==> config.mk <==
export PLATFORM = sky130hd
export DESIGN_NAME = cache_dma
export DESIGN_NICKNAME = d
export VERILOG_FILES = /design/src/rtl/cache_dma.sv
export SDC_FILE = /design/constraint.sdc
export NUM_CORES = 1
export LEC_CHECK = 0
export ABC_AREA = 1
export BUFFER_PORTS_ARGS = -buffer_cell sky130_fd_sc_hd__buf_2
export CAP_MARGIN = 20
export CORE_AREA = 2 2 279 281
export DETAILED_ROUTE_END_ITERATION = 10
export DIE_AREA = 0 0 281 283
export GPL_ROUTABILITY_DRIVEN = 0
export SLEW_MARGIN = 10
export SYNTH_ARGS = -nofsm -noshare
export SYNTH_HDL_FRONTEND = slang
export SYNTH_SLANG_ARGS = --single-unit
==> constraint.sdc <==
create_clock -name clk_i -period 5.7 [get_ports clk_i]
set_clock_uncertainty 0.15 [all_clocks]
set_input_delay 1.14 -clock clk_i [delete_from_list [all_inputs] [get_ports clk_i]]
set_output_delay 1.14 -clock clk_i [all_outputs]
set_load 0.05 [all_outputs]
==> src/rtl/cache_dma.sv <==
// cache_dma: moves one cache block between the controller and the shared bus as dma beats.
// Define CACHE_DMA_PERF_EN to add fill/writeback/stall performance counter outputs.
module cache_dma #(
    parameter int block_size_p     = 8,
    parameter int dma_data_width_p = 2
) (
    input  logic                            clk_i,
    input  logic                            nreset_i,
    input  logic                            req_valid_i,
    output logic                            req_ready_o,
    input  logic                            req_we_i,
    input  logic [31:0]                     req_addr_i,
    input  logic [32*block_size_p-1:0]      req_wdata_i,
    output logic                            resp_valid_o,
    input  logic                            resp_yumi_i,
    output logic [32*block_size_p-1:0]      resp_data_o,
    output logic                            cb_valid_o,
    input  logic                            cb_yumi_i,
    output logic [32+32*dma_data_width_p:0] cb_pkt_o,
`ifdef CACHE_DMA_PERF_EN
    output logic [31:0]                     perf_fill_o,
    output logic [31:0]                     perf_wb_o,
    output logic [31:0]                     perf_stall_o,
`endif
    input  logic                            bus_valid_i,
    input  logic [32*dma_data_width_p-1:0]  bus_data_i
);

    localparam int beats_lp      = block_size_p / dma_data_width_p;
    localparam int beat_w_lp     = 32 * dma_data_width_p;
    localparam int blk_w_lp      = 32 * block_size_p;
    localparam int cnt_w_lp      = $clog2(beats_lp + 1);
    localparam int off_w_lp      = $clog2(block_size_p * 4);
    localparam int beat_bytes_lp = dma_data_width_p * 4;

    localparam logic [cnt_w_lp-1:0] beats_c    = cnt_w_lp'(beats_lp);
    localparam logic [cnt_w_lp-1:0] last_idx_c = cnt_w_lp'(beats_lp - 1);

    if (block_size_p % dma_data_width_p != 0) begin : g_cfg_check
        $error("cache_dma: dma_data_width_p must divide block_size_p");
    end

    typedef enum logic [1:0] {IDLE, XFER, DONE} state_t;

    state_t                 state_q, state_d;
    logic                   we_q, we_d;
    logic [31:0]            base_q, base_d;
    logic [blk_w_lp-1:0]    wdata_q, wdata_d;
    logic [cnt_w_lp-1:0]    tx_q, tx_d, rx_q, rx_d;
    logic [blk_w_lp-1:0]    resp_data_q, resp_data_d;
    logic                   bus_take;
    logic                   beat_fire;
    logic [beat_w_lp-1:0]   wbeat;
    logic                   addr_unused;

    // Offset bits inside the block are dropped when the base address is latched.
    assign addr_unused = ^req_addr_i[off_w_lp-1:0];

    always_ff @(posedge clk_i or negedge nreset_i) begin
        if (!nreset_i) begin
            state_q     <= IDLE;
            we_q        <= 1'b0;
            base_q      <= '0;
            wdata_q     <= '0;
            tx_q        <= '0;
            rx_q        <= '0;
            resp_data_q <= '0;
        end else begin
            state_q     <= state_d;
            we_q        <= we_d;
            base_q      <= base_d;
            wdata_q     <= wdata_d;
            tx_q        <= tx_d;
            rx_q        <= rx_d;
            resp_data_q <= resp_data_d;
        end
    end

    always_comb begin
        state_d      = state_q;
        we_d         = we_q;
        base_d       = base_q;
        wdata_d      = wdata_q;
        tx_d         = tx_q;
        rx_d         = rx_q;
        resp_data_d  = resp_data_q;
        req_ready_o  = 1'b0;
        resp_valid_o = 1'b0;
        cb_valid_o   = 1'b0;
        bus_take     = 1'b0;
        beat_fire    = 1'b0;
        wbeat        = '0;
        cb_pkt_o     = '0;

        case (state_q)
            IDLE: begin
                req_ready_o = 1'b1;
                if (req_valid_i) begin
                    we_d    = req_we_i;
                    base_d  = {req_addr_i[31:off_w_lp], {off_w_lp{1'b0}}};
                    wdata_d = req_wdata_i;
                    tx_d    = '0;
                    rx_d    = '0;
                    if (!req_we_i) resp_data_d = '0;
                    state_d = XFER;
                end
            end
            XFER: begin
                cb_valid_o = (tx_q < beats_c);
                beat_fire  = cb_valid_o && cb_yumi_i;
                if (beat_fire) tx_d = tx_q + 1'b1;
                // A return beat only counts if some issued beat is still awaiting its data.
                bus_take = bus_valid_i && !we_q && (rx_q < tx_q);
                if (bus_take) rx_d = rx_q + 1'b1;
                if (we_q ? (beat_fire && tx_q == last_idx_c)
                         : (bus_take && rx_q == last_idx_c))
                    state_d = DONE;
            end
            DONE: begin
                resp_valid_o = 1'b1;
                if (resp_yumi_i) state_d = IDLE;
            end
            default: state_d = IDLE;
        endcase

        for (int k = 0; k < beats_lp; k++) begin
            if (bus_take && rx_q == cnt_w_lp'(k))
                resp_data_d[k*beat_w_lp +: beat_w_lp] = bus_data_i;
            if (we_q && tx_q == cnt_w_lp'(k))
                wbeat = wdata_q[k*beat_w_lp +: beat_w_lp];
        end

        // Packet derives only from latched state and tx_q, so it is stable while stalled.
        if (cb_valid_o)
            cb_pkt_o = {base_q + 32'(tx_q) * 32'(beat_bytes_lp), wbeat, we_q};
    end

    assign resp_data_o = resp_data_q;

    always_ff @(posedge clk_i) begin
        if (nreset_i && bus_valid_i)
            assert (state_q == XFER && !we_q && rx_q < tx_q)
                else $warning("cache_dma: stray bus_valid_i ignored");
    end

`ifdef CACHE_DMA_PERF_EN
    logic [31:0] perf_fill_q, perf_wb_q, perf_stall_q;

    always_ff @(posedge clk_i or negedge nreset_i) begin
        if (!nreset_i) begin
            perf_fill_q  <= '0;
            perf_wb_q    <= '0;
            perf_stall_q <= '0;
        end else begin
            if (resp_valid_o && resp_yumi_i) begin
                if (we_q) perf_wb_q   <= perf_wb_q + 32'd1;
                else      perf_fill_q <= perf_fill_q + 32'd1;
            end
            if (cb_valid_o && !cb_yumi_i) perf_stall_q <= perf_stall_q + 32'd1;
        end
    end

    assign perf_fill_o  = perf_fill_q;
    assign perf_wb_o    = perf_wb_q;
    assign perf_stall_o = perf_stall_q;
`endif

endmodule

# Word level (Yosys, flattened, before mapping)

Index checks and enable logic that the tools add are counted.

Register bits: 548
Memories kept: 0
Bits in read-only memories: 0
Bits in latches: 0
Bits of input ports: 359
RAM bits: 0

Multipliers: 0
Bitwise logic cells: 0
Add/sub/neg operators: 3
Order comparisons: 2
Reductions and logical operators: 34
Mux-type cells: 26
Equality and inequality tests: 17
Div/mod/pow operators: 0
Shift operators: 0

Operators with widths:

| kind                | number |
|---|---|
| $mux 256            | 3 |
| $mux 64             | 8 |
| $mux 97             | 1 |
| $add 32x6->32       | 1 |
| $reduce_and 3->1    | 7 |
| $reduce_bool 2->1   | 9 |
| $logic_and 1x1->1   | 13 |
| $eq 3x2->1 const B  | 4 |
| $pmux 3 s2          | 2 |
| $ne 2x2->1 const B  | 5 |
| $mux 3              | 3 |
| $ne 2x1->1 const B  | 4 |
| $add 3x1->3 const B | 2 |
| $eq 3x1->1 const B  | 2 |
| $logic_not 3->1     | 2 |
| $mux 2              | 3 |
| $pmux 2 s3          | 1 |
| $mux 1              | 5 |
| $lt 3x3->1          | 1 |
| $lt 3x3->1 const B  | 1 |
| $eq 2x1->1 const B  | 1 |
| $eq 2x2->1 const B  | 1 |
| $logic_not 2->1     | 1 |
| $reduce_and 2->1    | 1 |
| $logic_not 1->1     | 1 |

# Depth between registers and ports, before layout

Depth in word-level cells: 7
Gate-level depth with buffers: 11
Gate-level depth less buffers: 10

# Least setup slack after synthesis

No wires, ideal clock.

Kind: register -> output
Start: register tx_q[0]
End: output cb_pkt_o[59]
Arrival: 2.243 ns
Cell stages (with the launch flop): 8
Path slack: 2.167 ns
Cell sequence: dfrtp_1 ha_1 ha_1 nand2_1 clkbuf_1 clkbuf_1 o21ai_0 a21oi_1

Word-level cells in the longest chain between the ends: 7

Ends and longest elaborated chain:

| what                   | line | RTL |
|---|---|---|
| start, declared        | 49   | `logic [cnt_w_lp-1:0] tx_q, tx_d, rx_q, rx_d;` |
| start signal, assigned | 73   | `tx_q <= tx_d;` |
| $logic_not 3->1        | 129  | `if (we_q && tx_q == cnt_w_lp'(k))` |
| $logic_and 1x1->1      | 129  |  |
| $mux 64 (4 in a row)   | 129  |  |
| $mux 97 (*)            | 134  | `if (cb_valid_o)` |
| end, declared          | 19   | `output logic [32+32*dma_data_width_p:0] cb_pkt_o,` |

Mark *: on every way between the ends. The rest lies on a longest branch, timed or not.

# Final worst setup path

Start: register tx_q[2]
End: output cb_pkt_o[96]

Word-level cells in the longest chain between the ends: 3

Ends and longest elaborated chain:

| what                                                  | line |
|---|---|
| branches (longest 2 deep; another with $add 32x6->32) | - |
| $mux 97 (*)                                           | 134 |

Mark *: on every way between the ends.

==> run summary <==
total wirelength of the detailed-routed design = 97.0 mm
launch point of the worst hold path = wdata_q[250]
post-synthesis to final-layout area growth = 25.9%
post-route fraction of the period consumed by the critical path = 79.2%
kind of end point of the critical path = output port
switching power share of the total = 22.9%
Skew-Pair Late Insertion Delay = 0.60 ns
most used flip-flop cell after synthesis = sky130_fd_sc_hd__dfrtp_1
hpwl dp = 65.3 mm
via count = 24400
first-pass detailed-route iteration total = 5
wire length of the first global-routing pass = 146 mm
total CTS buffers = 67
Setup WS post-layout = 1.19 ns
pre-CTS setup slack = 1.67 ns
RSZ-0062 raised after global routing = false
number of cells on the worst hold path = 2
net switching power = 1.97 mW
type of the most critical hold path = reg -> reg
Max-Slew Margin vs Limit = 29.5%
Worst path most repeated cell = sky130_fd_sc_hd__nand2_1
number of buffers added on ports = 706
share of synthesized registers carrying an async set or reset = 100%
final worst path period need = 4.51 ns
highest-utilization routing layer at the global route stage = met2
total DRC errors in the routed layout = 0
placed inst area = 29700 µm²
Post-Layout Inst Area = 32100 µm²
number of clock sinks seen by CTS = 548
total setup violations reported at the end of the flow = 0
setup total negative slack = 0 ns
reported max-cap violation count = 0
launch instance of the worst register-to-register path = tx_q[2]
antenna violations before repair = 46
met2 Use GR = 37.9%
Filler Cells Inserted = 7922
status = complete, no violations
Critical Path, Cell by Cell = ha_1, ha_1, nand3_1, nor2_1, nand2_1, inv_1, nand2_1, nand2_1, nand2_1, nor2_1, buf_2
post-detailed-route via-to-cell ratio = 4.99
DIE AREA = 79500 µm²
internal reg-to-reg setup slack = 2.47 ns
number of pins with negative max-slew slack in the final report = 0
total instance count after detailed placement = 4739
cell area after synthesis = 25500 µm²
Worst setup SP type = register
transition time at the pin with the least slew margin = 1.06 ns
depth of the worst register-to-register path = 9
vias in the first global route = 23200
Net count, final = 4143
Layout Utilization = 41.8%
WS Path Type = reg -> out
starting utilization of the core area = 33.2%
Hold Slack = 0.319 ns
final global-route overflow total = 0
clk slew on worst S/H paths = 0.06 ns
total I/O pin count = 715
chip height = 283 µm
final hold violation count = 0
maximum number of pins on one net before global-route repair = 205
antenna-violating nets left = 0
die span in x = 281 µm
Cell Int Power = 6.62 mW
buffer levels on the longest clock path = 3
clock tree from TritonCTS = yes
average wire per cell in the routed design = 19.8 µm
quantity of gates resized following cts = 0
total power = 8.60 mW
number of cell rows = 102
fraction of the yosys area taken by sequential cells = 53.8%
first-iteration detailed-routing DRC count = 2205
Hold Crit Endpoint = wdata_q[250]
highest fanout seen on the critical path = 7
peak supply drop = 0.000203 V
static leakage = 18.4 nW
CTS Hold Bufs = 0
Core Box Area = 76700 µm²
Reg-to-Reg End = resp_data_o[0]
share of layout cells above drive strength 1 = 23.0%
global-route usage over all layers = 23.8%
Avg Synthesized Cell Area = 7.96 µm²
Setup Fix Bufs, Post-CTS = 0
met1 Track Usage GR = 29.7%
share of power burned in the clock network = 51.8%
Flop pwr share = 45.3%
number of synthesized flops with an enable pin = 0
Root Buffer = sky130_fd_sc_hd__clkbuf_16
final cell count without fillers = 4890
Synth warnings = 0
Gate Count Post-Synth = 3204
master of the slowest instance on the critical path = sky130_fd_sc_hd__dfrtp_1
Critical Path AT = 3.22 ns
relative contribution of combinational cells to total power = 2.9%
power per cell area = 268 nW/µm²
maximum operating frequency = 0.222 GHz
largest stage delay on the critical path = 0.52 ns
data required time at the worst endpoint = 4.41 ns
total of flip-flops plus latches after synthesis = 548
met3 Use GR = 7.32%
htree depth = 3
number of library cell types mapped by synthesis = 30
-- synth_stat cells, types with 2 or more instances --
library cell | instances | area share (%)
sky130_fd_sc_hd__a21oi_1 | 73 | 1.4
sky130_fd_sc_hd__buf_1 | 25 | 0.37
sky130_fd_sc_hd__buf_2 | 78 | 1.5
sky130_fd_sc_hd__buf_4 | 12 | 0.35
sky130_fd_sc_hd__buf_6 | 13 | 0.57
sky130_fd_sc_hd__clkbuf_1 | 124 | 1.8
sky130_fd_sc_hd__dfrtp_1 | 548 | 54
sky130_fd_sc_hd__ha_1 | 14 | 0.69
sky130_fd_sc_hd__inv_1 | 38 | 0.56
sky130_fd_sc_hd__inv_2 | 8 | 0.12
sky130_fd_sc_hd__nand2_1 | 1362 | 20
sky130_fd_sc_hd__nand2_2 | 2 | 0.049
sky130_fd_sc_hd__nand3_1 | 341 | 6.7
sky130_fd_sc_hd__nand4_1 | 196 | 4.8
sky130_fd_sc_hd__nand4_2 | 2 | 0.098
sky130_fd_sc_hd__nor2_1 | 197 | 2.9
sky130_fd_sc_hd__nor2_2 | 3 | 0.074
sky130_fd_sc_hd__o21ai_0 | 87 | 1.7
sky130_fd_sc_hd__o21ai_1 | 3 | 0.059
sky130_fd_sc_hd__o21bai_1 | 65 | 1.9
sky130_fd_sc_hd__xnor2_1 | 4 | 0.14
-- cells by family after synthesis --
group | synth area share (%)
adder cells (fa/ha/maj) | 0.687
flip-flops | 53.8
AND/OR/NAND/NOR | 34.9
buffers and inverters | 5.35
other | 0.0147
XOR/XNOR | 0.137
AO/OA/AOI/OAI | 5.14
-- metal layers --
layer,vias to the layer above,share of wire (%)
met2,936,47
met5,-,0.21
met1,11600,40
li1,11600,-
met4,30,4.0
met3,199,9.2
-- how the worst max path moves through the flow --
stage / from / end / slack (ns) / cells after the start
2_1_floorplan: tx_q[0] / cb_pkt_o[59] / 2.17 / 7
3_3_place_gp: tx_q[0] / cb_pkt_o[11] / 1.66 / 8
3_5_place_dp: tx_q[0] / cb_pkt_o[10] / 1.67 / 8
4_1_cts: tx_q[0] / cb_pkt_o[9] / 0.99 / 8
5_1_grt: tx_q[2] / cb_pkt_o[84] / 0.94 / 9
6_report: tx_q[2] / cb_pkt_o[96] / 1.19 / 11
-- placed cells by master, fill, tap and decap left out, types with 3 or more instances in the layout --
master                      instances
sky130_fd_sc_hd__dfrtp_1          548
sky130_fd_sc_hd__inv_1             38
sky130_fd_sc_hd__a21oi_1           73
sky130_fd_sc_hd__inv_2              4
sky130_fd_sc_hd__clkbuf_16         68
sky130_fd_sc_hd__conb_1             3
sky130_fd_sc_hd__nor2_1           193
sky130_fd_sc_hd__buf_12            11
sky130_fd_sc_hd__o21ai_1            3
sky130_fd_sc_hd__clkbuf_1          13
sky130_fd_sc_hd__buf_4             29
sky130_fd_sc_hd__ha_1              13
sky130_fd_sc_hd__nand3_1          341
sky130_fd_sc_hd__inv_6              3
sky130_fd_sc_hd__diode_2           31
sky130_fd_sc_hd__o21ai_0           87
sky130_fd_sc_hd__nand2_1         1359
sky130_fd_sc_hd__clkinv_2           6
sky130_fd_sc_hd__clkinv_4           3
sky130_fd_sc_hd__clkbuf_8          18
sky130_fd_sc_hd__buf_2            705
sky130_fd_sc_hd__nand4_1          196
sky130_fd_sc_hd__inv_16             4
sky130_fd_sc_hd__bufinv_16          4
sky130_fd_sc_hd__xnor2_1            4
sky130_fd_sc_hd__o21bai_1          65
sky130_fd_sc_hd__nor2_4             6
-- layout make-up --
class,instances,area [µm²],share of cell area [%]
Antenna cell,31,77.6,0.242
Sequential cell,548,13700,42.7
Multi-Input combinational cell,2359,10500,32.8
Tap cell,1040,1300,4.06
Clock buffer,99,2000,6.23
Timing Repair Buffer,747,4010,12.5
Inverter,47,195,0.608
Clock inverter,19,284,0.885
-- worst max-delay path: cells and delay by family, from the launching register on --
family	cells	cell delay, ns
DFF	1	0.52
buffers and inverters	2	0.40
adders and majority gates	2	0.67
and+or+nand+nor	7	1.01
-- sequential cells by signal, indices dropped and copies added (netlist names) --
register and cells:
wdata_q 256, base_q 27, tx_q 3, rx_q 3, we_q 1, state_q 2, resp_data_o 256
-- power groups by stage --
stage	combinational [mW]	clock, mW	sequential [mW]
after global placement	0.259	0	3.96
after detailed placement	0.259	0	3.96
after floorplan	0.00697	0	3.96
after global routing	0.280	4.72	3.89
final	0.253	4.45	3.89
after CTS	0.259	4.55	3.89
Note: power is estimated with default switching activity, not from simulation.
